===== src/rtl/pong_renderer.sv =====
// pong_renderer: VGA scan-out stage for the pong game.
//
// Generates 640x480@60 timing from a free-running pixel counter pair,
// snapshots the game state once per frame (tear-free) and paints ball,
// paddles, score digits and centre net. Every output is registered one
// cycle after the counter state it describes.
//
// Ports:
//   clk                  pixel clock, one pixel per cycle
//   rst_n                asynchronous active-low reset
//   ball_x, ball_y       ball top-left position
//   l_paddle_y           left paddle top edge
//   r_paddle_y           right paddle top edge
//   score_l, score_r     scores (0-9 drawn, 10-15 blank)
//   hsync, vsync         active-low syncs
//   rgb                  {R,G,B}, zero outside the active area
//   frame_tick           one-cycle pulse per frame, at the first blanking line
module pong_renderer #(
  parameter int unsigned H_ACTIVE  = 640,
  parameter int unsigned H_FP      = 16,
  parameter int unsigned H_SYNC    = 96,
  parameter int unsigned H_BP      = 48,
  parameter int unsigned V_ACTIVE  = 480,
  parameter int unsigned V_FP      = 10,
  parameter int unsigned V_SYNC    = 2,
  parameter int unsigned V_BP      = 33,
  parameter int unsigned PADDLE_X  = 20,
  parameter int unsigned PADDLE_W  = 10,
  parameter int unsigned PADDLE_H  = 60,
  parameter int unsigned BALL_SIZE = 8
) (
  input  logic       clk,
  input  logic       rst_n,
  input  logic [9:0] ball_x,
  input  logic [9:0] ball_y,
  input  logic [9:0] l_paddle_y,
  input  logic [9:0] r_paddle_y,
  input  logic [3:0] score_l,
  input  logic [3:0] score_r,
  output logic       hsync,
  output logic       vsync,
  output logic [2:0] rgb,
  output logic       frame_tick
);

  localparam int unsigned H_TOTAL = H_ACTIVE + H_FP + H_SYNC + H_BP;
  localparam int unsigned V_TOTAL = V_ACTIVE + V_FP + V_SYNC + V_BP;

  localparam logic [9:0] H_MAX = 10'(H_TOTAL - 1);
  localparam logic [9:0] V_MAX = 10'(V_TOTAL - 1);
  localparam logic [9:0] H_ACT = 10'(H_ACTIVE);
  localparam logic [9:0] V_ACT = 10'(V_ACTIVE);
  localparam logic [9:0] HS_LO = 10'(H_ACTIVE + H_FP);
  localparam logic [9:0] HS_HI = 10'(H_ACTIVE + H_FP + H_SYNC - 1);
  localparam logic [9:0] VS_LO = 10'(V_ACTIVE + V_FP);
  localparam logic [9:0] VS_HI = 10'(V_ACTIVE + V_FP + V_SYNC - 1);

  // Geometry at 11 bits so position + size never wraps.
  localparam logic [10:0] BALL_W = 11'(BALL_SIZE);
  localparam logic [10:0] PAD_W  = 11'(PADDLE_W);
  localparam logic [10:0] PAD_H  = 11'(PADDLE_H);
  localparam logic [10:0] LP_X   = 11'(PADDLE_X);
  localparam logic [10:0] RP_X   = 11'(H_ACTIVE - PADDLE_X - PADDLE_W);
  localparam logic [10:0] NET_X0 = 11'(H_ACTIVE / 2 - 2);
  localparam logic [10:0] NET_X1 = 11'(H_ACTIVE / 2 + 2);
  localparam logic [10:0] DL_X   = 11'(H_ACTIVE / 2 - 64);
  localparam logic [10:0] DR_X   = 11'(H_ACTIVE / 2 + 40);
  localparam logic [10:0] DIG_W  = 11'd24;
  localparam logic [10:0] DIG_Y0 = 11'd16;
  localparam logic [10:0] DIG_Y1 = 11'd56;

  // Shadow reset values: ball centred, paddles vertically centred.
  localparam logic [9:0] BALL_X0 = 10'(H_ACTIVE / 2);
  localparam logic [9:0] BALL_Y0 = 10'(V_ACTIVE / 2);
  localparam logic [9:0] PAD_Y0  = 10'((V_ACTIVE - PADDLE_H) / 2);

  logic [9:0] h_cnt, v_cnt;
  logic [9:0] sh_bx, sh_by, sh_lp, sh_rp;
  logic [3:0] sh_sl, sh_sr;

  // Stage 0: pixel / line counters.
  always_ff @(posedge clk or negedge rst_n) begin
    if (!rst_n) begin
      h_cnt <= '0;
      v_cnt <= '0;
    end else if (h_cnt == H_MAX) begin
      h_cnt <= '0;
      v_cnt <= (v_cnt == V_MAX) ? '0 : v_cnt + 10'd1;
    end else begin
      h_cnt <= h_cnt + 10'd1;
    end
  end

  // Latched on the last pixel of the frame so the whole next frame
  // renders from one consistent game state.
  always_ff @(posedge clk or negedge rst_n) begin
    if (!rst_n) begin
      sh_bx <= BALL_X0;
      sh_by <= BALL_Y0;
      sh_lp <= PAD_Y0;
      sh_rp <= PAD_Y0;
      sh_sl <= '0;
      sh_sr <= '0;
    end else if (h_cnt == H_MAX && v_cnt == V_MAX) begin
      sh_bx <= ball_x;
      sh_by <= ball_y;
      sh_lp <= l_paddle_y;
      sh_rp <= r_paddle_y;
      sh_sl <= score_l;
      sh_sr <= score_r;
    end
  end

  // 3x5 glyphs, row 0 in the top three bits, column 0 is the MSB of a row.
  function automatic logic [14:0] glyph(input logic [3:0] d);
    case (d)
      4'd0:    glyph = 15'b111_101_101_101_111;
      4'd1:    glyph = 15'b010_110_010_010_111;
      4'd2:    glyph = 15'b111_001_111_100_111;
      4'd3:    glyph = 15'b111_001_111_001_111;
      4'd4:    glyph = 15'b101_101_111_001_001;
      4'd5:    glyph = 15'b111_100_111_001_111;
      4'd6:    glyph = 15'b111_100_111_101_111;
      4'd7:    glyph = 15'b111_001_001_001_001;
      4'd8:    glyph = 15'b111_101_111_101_111;
      4'd9:    glyph = 15'b111_101_111_001_111;
      default: glyph = '0;
    endcase
  endfunction

  function automatic logic font_px(input logic [3:0] d, input logic [2:0] row,
                                   input logic [1:0] col);
    logic [14:0] g;
    logic [2:0]  bits;
    g = glyph(d);
    case (row)
      3'd0:    bits = g[14:12];
      3'd1:    bits = g[11:9];
      3'd2:    bits = g[8:6];
      3'd3:    bits = g[5:3];
      3'd4:    bits = g[2:0];
      default: bits = '0;
    endcase
    case (col)
      2'd0:    font_px = bits[2];
      2'd1:    font_px = bits[1];
      2'd2:    font_px = bits[0];
      default: font_px = 1'b0;
    endcase
  endfunction

  logic [10:0] x, y;
  logic        active, ball_hit, lp_hit, rp_hit, net_hit;
  logic        in_dl, in_dr, dig_l, dig_r;
  logic [1:0]  col_l, col_r;
  logic [2:0]  row_d;
  logic [2:0]  colour;

  always_comb begin
    x      = {1'b0, h_cnt};
    y      = {1'b0, v_cnt};
    active = (h_cnt < H_ACT) && (v_cnt < V_ACT);

    ball_hit = (x >= {1'b0, sh_bx}) && (x < {1'b0, sh_bx} + BALL_W) &&
               (y >= {1'b0, sh_by}) && (y < {1'b0, sh_by} + BALL_W);
    lp_hit   = (x >= LP_X) && (x < LP_X + PAD_W) &&
               (y >= {1'b0, sh_lp}) && (y < {1'b0, sh_lp} + PAD_H);
    rp_hit   = (x >= RP_X) && (x < RP_X + PAD_W) &&
               (y >= {1'b0, sh_rp}) && (y < {1'b0, sh_rp} + PAD_H);
    net_hit  = (x >= NET_X0) && (x < NET_X1) && !v_cnt[4];

    // Font is scaled by 8, so column/row are the offsets shifted right by 3.
    in_dl = (x >= DL_X) && (x < DL_X + DIG_W) && (y >= DIG_Y0) && (y < DIG_Y1);
    in_dr = (x >= DR_X) && (x < DR_X + DIG_W) && (y >= DIG_Y0) && (y < DIG_Y1);
    col_l = 2'((x - DL_X) >> 3);
    col_r = 2'((x - DR_X) >> 3);
    row_d = 3'((y - DIG_Y0) >> 3);
    dig_l = in_dl && font_px(sh_sl, row_d, col_l);
    dig_r = in_dr && font_px(sh_sr, row_d, col_r);

    colour = 3'b000;
    if (!active)            colour = 3'b000;
    else if (ball_hit)      colour = 3'b111;
    else if (lp_hit)        colour = 3'b011;
    else if (rp_hit)        colour = 3'b101;
    else if (dig_l || dig_r) colour = 3'b111;
    else if (net_hit)       colour = 3'b001;
  end

  // Stage 1: all outputs registered together so they stay aligned.
  always_ff @(posedge clk or negedge rst_n) begin
    if (!rst_n) begin
      hsync      <= 1'b1;
      vsync      <= 1'b1;
      rgb        <= '0;
      frame_tick <= 1'b0;
    end else begin
      hsync      <= !((h_cnt >= HS_LO) && (h_cnt <= HS_HI));
      vsync      <= !((v_cnt >= VS_LO) && (v_cnt <= VS_HI));
      rgb        <= colour;
      frame_tick <= (h_cnt == '0) && (v_cnt == V_ACT);
    end
  end

endmodule


===== config.mk =====
export PLATFORM = sky130hd
export DESIGN_NAME = pong_renderer
export DESIGN_NICKNAME = d
export VERILOG_FILES = /design/src/rtl/pong_renderer.sv
export SDC_FILE = /design/constraint.sdc
export NUM_CORES = 1
export LEC_CHECK = 0
export ABC_AREA = 1
export ABC_CLOCK_PERIOD_IN_PS = 5450
export BUFFER_PORTS_ARGS = -buffer_cell sky130_fd_sc_hd__buf_2
export CAP_MARGIN = 20
export CORE_ASPECT_RATIO = 0.6
export CORE_MARGIN = 2
export CORE_UTILIZATION = 45
export CTS_CLUSTER_DIAMETER = 150
export CTS_CLUSTER_SIZE = 40
export DETAILED_ROUTE_END_ITERATION = 10
export HOLD_SLACK_MARGIN = 0.06
export PLACE_DENSITY = 0.62
export SLEW_MARGIN = 20
export SYNTH_ARGS = -nofsm -noshare
export SYNTH_HDL_FRONTEND = slang
export SYNTH_SLANG_ARGS = --single-unit

===== constraint.sdc =====
create_clock -name clk -period 5.45 [get_ports clk]
set_clock_uncertainty 0.1 [all_clocks]
set_input_delay 0.2725 -clock clk [delete_from_list [all_inputs] [get_ports clk]]
set_output_delay 0.2725 -clock clk [all_outputs]
set_load 0.1 [all_outputs]

==> results of run 1 <==
## final cells by class
class / count / area share, %
multi-input combinational: 639 / 51.0
sequential: 74 / 25.0
inverter: 116 / 5.82
clock buffer: 10 / 3.19
clock inverter: 6 / 1.50
timing repair buffer: 105 / 10.6
tap: 175 / 2.93
## flip-flops by register name, summed over array words and instances, names as in the netlist
signal,count
rgb,3
sh_by,10
frame_tick,1
sh_bx,10
sh_sl,4
hsync,1
h_cnt,10
vsync,1
sh_sr,4
v_cnt,10
sh_lp,10
sh_rp,10
## synth_stat cells (8+ instances only)
library cell,number
nand2_1,213
inv_1,110
ha_1,95
nor2_1,69
o21ai_0,60
dfrtp_1,58
nand3_1,55
a21oi_1,37
xor2_1,20
nand4_1,18
dfstp_2,16
nor3_1,16
buf_2,8
## logic make-up (layout without fill, tap and decap cells)
logic type      Yosys count  count (layout)
simple gates            394             394
buf+inv                 133             237
compound gates          126             126
fa+ha+maj                95              95
flops                    74              74
xor+xnor                 24              24
## critical path, cell delays in order, from the launching register on
cell and delay, ps:
dfrtp_1 450, ha_1 270, nand2_2 130, nor4_4 520, nand2_2 290, inv_2 720
buf_4 470, o21ai_0 140
## how the worst max path moves through the flow
stage | to | slack [ps] | cells after the start
after floorplan | rgb[0] | 3060 | 15
after global placement | sh_lp[8] | 2300 | 7
after detailed placement | sh_bx[1] | 2220 | 7
after CTS | sh_bx[5] | 2210 | 7
after global routing | sh_bx[5] | 1870 | 8
final | sh_bx[5] | 2230 | 7
## power by group
group / internal (uW) / total [uW] / switching (uW) / leakage (uW)
clock network: 462 / 709 / 248 / 0.000173
registers: 550 / 550 / 0 / 0.000787
logic: 36.7 / 57.6 / 20.9 / 0.00303
## routing by layer
metal	track usage, %	vias up	wire length, um
met1	35.4	2519	8780
met4	4.28	0	109
met5	0	-	0
li1	-	2981	-
met3	5.86	10	1100
met2	29.9	145	5590
## metrics by stage
| step | area, um^2 | setup WS (ps) | total power, uW |
|---|---|---|---|
| after floorplan | 6220 | 3060 | 560 |
| after global placement | 6630 | 2300 | 589 |
| after detailed placement | 6630 | 2220 | 589 |
| after CTS | 7450 | 2210 | 1340 |
| after global routing | 7480 | 1870 | 1370 |
| final | 7480 | 2230 | 1320 |
## repair_timing
item	4_1_cts	5_1_grt
gates resized for setup	0	0
hold buffers	47	1
hold endpoints to repair	84	1
==> results.md, run 1 <==
* Post-Syn Instances at about 850
* Max Freq at between 300 and 400 MHz
* Root buf cell: clkbuf_16
* Worst Max-Slew Pin Slew at approximately 870 ps
* Post-synthesis adder-cell area fraction at between 10% and 20%
* Final hold viol count at 0
* # nets final at 1090
* RR Startpoint: h_cnt[1]
* Critical Path Start Type: flip-flop
* Tot GR Track Use at between 20% and 30%
* WP data arrival at approximately 3300 ps
* Maximum VDD drop at approximately 130 uV
* Post-Place Cells at about 1.1k
* Hold Crit Class: in2reg
* Hold Crit Start: score_r[2]
* Yosys reg bits at between 70 and 80
* Main area contributors after synthesis: dfrtp_1, ha_1, nand2_1
* Multi-input gate area at about 0.0038 mm^2
* Fraction of registers with async set/reset at between 90% and 100%
* Slew margin rel. at 41.9%
* Most frequent cells in the layout: nand2_1, inv_1, ha_1
* Worst Hold End: sh_sr[2]
* FF/Latch Area at around 0.0019 mm^2
* Core area at ~0.014 mm^2
* R2r endpoint: sh_bx[5]
* Tmin final at roughly 3200 ps
* CP startpoint: h_cnt[1]
* Die ar. at between 0.01 and 0.015 mm^2
* CTS buffer count at 9
* Final Max Tran Viols at 0
* CP Max Fanout at 57
* Yosys cell types at 41
* WS Path Type: reg2reg
* Max-cap violations at 0
* Crit share post-route at between 50 and 60%
* Syn nets at a little under 1k
* Initial antenna violation count at 0
* Clock sink count at 74
* Post-synthesis simple-gate area fraction at around 28%
* DRC at 0
* N_diodes at 0
* First-pass GRT wire length at about 26 mm
* Status: finished, final reports clean
* Post-Synth XOR/XNOR Area at between 3 and 4%
* Vias at roughly 5.7k
* Vias per cell at 5.03
* H-tree levels at 3
* Total Wirelength at between 15 and 20 mm
* Main combinational cell family by area after synthesis: simple AND/OR/NAND/NOR gates
* Initial Util at 45.8%
* Synth Cell Area at roughly 0.0062 mm^2
* R2r worst-path depth at 7
* First-iteration detailed-routing DRC count at roughly 370
* Vias in the first global route at between 5k and 6k
* Power density over the cells at approximately 180 mW/mm^2
* Commonest non-fill, non-tap cell in the layout: nand2_1
* EDFF count, synth at 0
* RSZ-0062 raised after global routing: no
* Worst EP required at 5560 ps
* Gr ovfl total at 0
* Drt wl/cell at 13.8 um
* Row count at 33
* Post-DP HPWL at between 10 and 15 mm
* Layout cells sized above 1 at between 10 and 15%
* Setup crit end kind: flip-flop
* CTS Buffer Depth at 2
* Fill count at 1300
* Port Buffer Count at 55
* Io pins at 56
* Die Ht at ~95 um
* Post-synthesis sequential area ratio at about 30%
* Die width at between 150 and 200 um
* Top cell type's share of synthesized area at between 20% and 30%
* Gpl congestion at 0.977
* Reg clk slew, reported paths at approximately 60 ps
* Top FF cell, synth: dfrtp_1
* Synth warnings at 0
* # Post-CTS Setup Buffers at 0
* Clk_lat worst skew at approximately 340 ps
* Largest net degree at the start of global routing at 75
* Post-synthesis mux area share at 0%
* Setup TNS at 0 ps
* CTS tree: built
* Fin util at a little under three fifths
* Final ANT Viol Nets at 0
* Post-Layout Cell Count at roughly 1.1k
* Syn_area_per_cell at 7.36 um^2
* WHS Path Cells at 3
* Largest area contributor in the netlist: dfrtp_1
* Compound-Gate Fraction of Synth Area at between 10% and 20%
* Leak at about 0.0040 uW
* Finish-stage setup viols at 0
* Reg2Reg Setup Slack at roughly 2200 ps
* Worst hold margin at between 60 and 70 ps
* TritonRoute pass-1 iters at 5
* P&R area growth vs syn at 20.2%
Power figures use the tool's default switching activity.
==> run 2, diff against run 1 <==
--- a/config.mk
+++ b/config.mk
@@ -5,8 +5,8 @@
 export SDC_FILE = /design/constraint.sdc
 export NUM_CORES = 1
 export LEC_CHECK = 0
-export ABC_AREA = 1
-export ABC_CLOCK_PERIOD_IN_PS = 5450
+export ABC_AREA = 0
+export ABC_CLOCK_PERIOD_IN_PS = 3150
 export BUFFER_PORTS_ARGS = -buffer_cell sky130_fd_sc_hd__buf_2
 export CAP_MARGIN = 20
 export CORE_ASPECT_RATIO = 0.6
==> constraint.sdc (replaced) <==
create_clock -name clk -period 3.15 [get_ports clk]
set_clock_uncertainty 0.1 [all_clocks]
set_input_delay 0.1575 -clock clk [delete_from_list [all_inputs] [get_ports clk]]
set_output_delay 0.1575 -clock clk [all_outputs]
set_load 0.1 [all_outputs]
==> run 2 against run 1 <==
Against the previous run: sequential share of layout area is 0.94 points higher; clock power is 42% higher; flip-flop and latch count stayed put; combinational power is 64% higher; non-clock buffer count is 10 higher; final cell count is 16% lower; total power is 56% higher; sequential power is 73% higher; maximum frequency is 9.6% higher; critical path type unchanged; largest cell class unchanged.
==> results.md, run 2 <==
* Most frequent cells in the layout: ha_1, nand2_1, inv_1 (was nand2_1, inv_1, ha_1)
* Max-cap violations at 0 (unchanged)
* TritonRoute pass-1 iters at 6 (was 5)
* Instance area at placement at 0.00643 mm^2 (was 0.00663 mm^2)
* Leak at 0.00353 uW (was 0.00399 uW)
* Power density over the cells at 285 mW/mm^2 (was 176 mW/mm^2)
* Final hold viol count at 0 (unchanged)
* # nets final at 911 (was 1090)
* Fin area at 0.00721 mm^2 (was 0.00748 mm^2)
* CTS tree: built (unchanged)
* Net Sw Frac at 20.9% (was 20.4%)
* P&R area growth vs syn at 20.2% (about the same)
* Post-DP HPWL at 11.0 mm (was 11.5 mm)
* Die ar. at 0.0143 mm^2 (was 0.0148 mm^2)
* Finish-stage setup viols at 0 (unchanged)
* WS Path Type: reg2reg (unchanged)
* Gr ovfl total at 0 (unchanged)
* Tmin final at 2940 ps (was 3220 ps)
* Yosys cell types at 67 (was 41)
* CP Max Fanout at 3 (was 57)
* Post-Layout Cell Count at 941 (was 1125)
* Main area contributors after synthesis: dfrtp_1, ha_1, dfstp_2 (was dfrtp_1, ha_1, nand2_1)
* WP data arrival at 3030 ps (was 3330 ps)
* Crit path cell chain: inv_1, ha_1, or3b_2, nand3_1, xnor2_1, ha_1, nand2_1, a211o_1, a31oi_1, a2111oi_1, nor4b_2, a31oi_1 (was ha_1, nand2_2, nor4_4, nand2_2, inv_2, buf_4, o21ai_0)
* Vias per cell at 5.44 (was 5.03)
* Clk_lat worst skew at 340 ps (about the same)
* P_int at 1630 uW (was 1050 uW)
* Clk pwr share at 49.2% (was 53.9%)
* First-pass GRT wire length at 25.6 mm (was 26.0 mm)
* Top FF cell, synth: dfrtp_1 (unchanged)
* Die width at 153 um (was 156 um)
* Fraction of registers with async set/reset at 100% (unchanged)
* Drt wl/cell at 16.0 um (was 13.8 um)
* Core area at 0.0129 mm^2 (was 0.0136 mm^2)
* Status: finished, final reports clean (unchanged)
* Setup TNS at 0 ps (unchanged)
* Synth Cell Area at 0.00600 mm^2 (was 0.00622 mm^2)
* DRC at 0 (unchanged)
* Root buf cell: clkbuf_16 (unchanged)
* H-tree levels at 3 (unchanged)
* Top cell type's share of synthesized area at 24.2% (was 23.3%)
* Layout cells sized above 1 at 15.0% (was 11.1%)
* Setup crit end kind: flip-flop (unchanged)
* Commonest non-fill, non-tap cell in the layout: ha_1 (was nand2_1)
* Family with the most delay on the worst path: simple AND/OR/NAND/NOR gates (was buffers and inverters)
* Max Freq at 340 MHz (was 311 MHz)
* Largest net degree at the start of global routing at 75 (unchanged)
* Vias at 5115 (was 5655)
* Most common cell in the netlist: ha_1 (was nand2_1)
* Hold Crit Class: in2async (was in2reg)
* Post-Place Cells at 876 (was 1060)
* Initial Util at 46.4% (was 45.8%)
* Critical Path Start Type: flip-flop (unchanged)
* CP bufs+invs at 1 (was 2)
* Worst EP required at 3240 ps (was 5560 ps)
* Crit path largest cell delay at 470 ps (was 720 ps)
* Reg clk slew, reported paths at 60 ps (about the same)
* CTS buffer count at 9 (unchanged)
* Worst Max-Slew Pin Slew at 976 ps (was 870 ps)
* Initial antenna violation count at 0 (unchanged)
* Synth warnings at 0 (unchanged)
* Final ANT Viol Nets at 0 (unchanged)
* Max stage delay cell, worst path: or3b_2 (was inv_2)
* Vias in the first global route at 5055 (was 5173)
* N_diodes at 0 (unchanged)
* Slew margin rel. at 34.9% (was 41.9%)
* Syn_area_per_cell at 9.08 um^2 (was 7.36 um^2)
* Gpl congestion at 0.901 (was 0.977)
* Post-synthesis sequential area ratio at 31.2% (was 30.1%)
* Total Wirelength at 15.1 mm (was 15.6 mm)
* EDFF count, synth at 0 (unchanged)
* Combinational share of power at 4.6% (was 4.4%)
* Final Max Tran Viols at 0 (unchanged)
* Sequential share of power at 46.3% (was 41.8%)
* Post-Syn Instances at 661 (was 846)
* Port Buffer Count at 55 (unchanged)
* Die Ht at 93.5 um (was 95.1 um)
* Row count at 32 (was 33)
* Crit share post-route at 93.2% (was 59.1%)
* Clock sink count at 74 (unchanged)
* Commonest cells post-synth: ha_1, nand2_1, inv_1 (was nand2_1, inv_1, ha_1)
* Io pins at 56 (unchanged)
* Yosys reg bits at 74 (unchanged)
* CTS Buffer Depth at 2 (unchanged)
* Maximum VDD drop at 226 uV (was 134 uV)
* Total power at 2060 uW (was 1320 uW)
* Largest area contributor in the netlist: dfrtp_1 (unchanged)
* Tot GR Track Use at 22.2% (was 22.4%)
* First-iteration detailed-routing DRC count at 282 (was 369)
* Switch Pwr at 431 uW (was 269 uW)
* Syn nets at 806 (was 991)
[run 2: cell families after synthesis]
kind of cell             Yosys count  share of synthesized area (%)
AND/OR/NAND/NOR                  193                           16.7
multiplexers                      13                           2.29
flip-flops                        74                           31.2
XOR/XNOR                          33                           4.82
buffers and inverters             85                           6.76
AO/OA/AOI/OAI                    168                           18.4
adder cells (fa/ha/maj)           95                           19.8
[run 2: timing repair]
item | in CTS | in global routing
setup endpoints to repair | 0 | 2
buffers inserted | 0 | 0
hold endpoints to repair | 106 | 0
hold buffers | 49 | 0
gates resized for setup | 0 | 2
[run 2: metal layers]
| layer | GRT usage, % | wire length [um] | vias to the layer above |
|---|---|---|---|
| met5 | 0 | 0 | - |
| met4 | 4.40 | 142 | 0 |
| met3 | 3.89 | 716 | 13 |
| met2 | 33.2 | 6340 | 133 |
| met1 | 33.6 | 7870 | 2378 |
| li1 | - | - | 2591 |
[run 2: power by group through the flow]
| stage | combinational [uW] | clock, uW | sequential, uW |
|---|---|---|---|
| after global routing | 106 | 1080 | 951 |
| final | 94.4 | 1010 | 952 |
| after detailed placement | 50.1 | 0 | 968 |
| after floorplan | 0.660 | 0 | 968 |
| after CTS | 96.5 | 1040 | 952 |
| after global placement | 49.0 | 0 | 968 |
[run 2: worst paths after layout]
check                      startpoint        to  slack, ps  cells past startpoint
max reg2reg                  sh_lp[2]    rgb[0]        210                     12
min                             rst_n  sh_sr[3]        390                      2
min reg2reg                  h_cnt[0]  h_cnt[0]        390                      1
min in group clk             h_cnt[0]  h_cnt[0]        390                      1
max in group asynchronous       rst_n  h_cnt[0]       1890                      2
max                          sh_lp[2]    rgb[0]        210                     12
[run 2: per-stage QoR]
| stage | hold WS, ps | worst slack, ps | utilization [%] |
|---|---|---|---|
| finish | 388 | 213 | 55.8 |
| global route | 405 | -6.02 | 55.8 |
| CTS | 389 | 121 | 55.7 |
| detailed placement | 260 | 144 | 49.7 |
| global placement | 258 | 180 | 49.7 |
| floorplan | -238 | 499 | - |
[run 2: layout make-up]
| cell class | count | area, um^2 |
|---|---|---|
| Clock buffer | 13 | 240 |
| Clock inverter | 3 | 42.5 |
| Fill cell | 1202 | 5720 |
| Sequential cell | 74 | 1870 |
| Multi-Input combinational cell | 502 | 3730 |
| Inverter | 64 | 240 |
| Tap cell | 170 | 213 |
| Timing Repair Buffer | 115 | 876 |
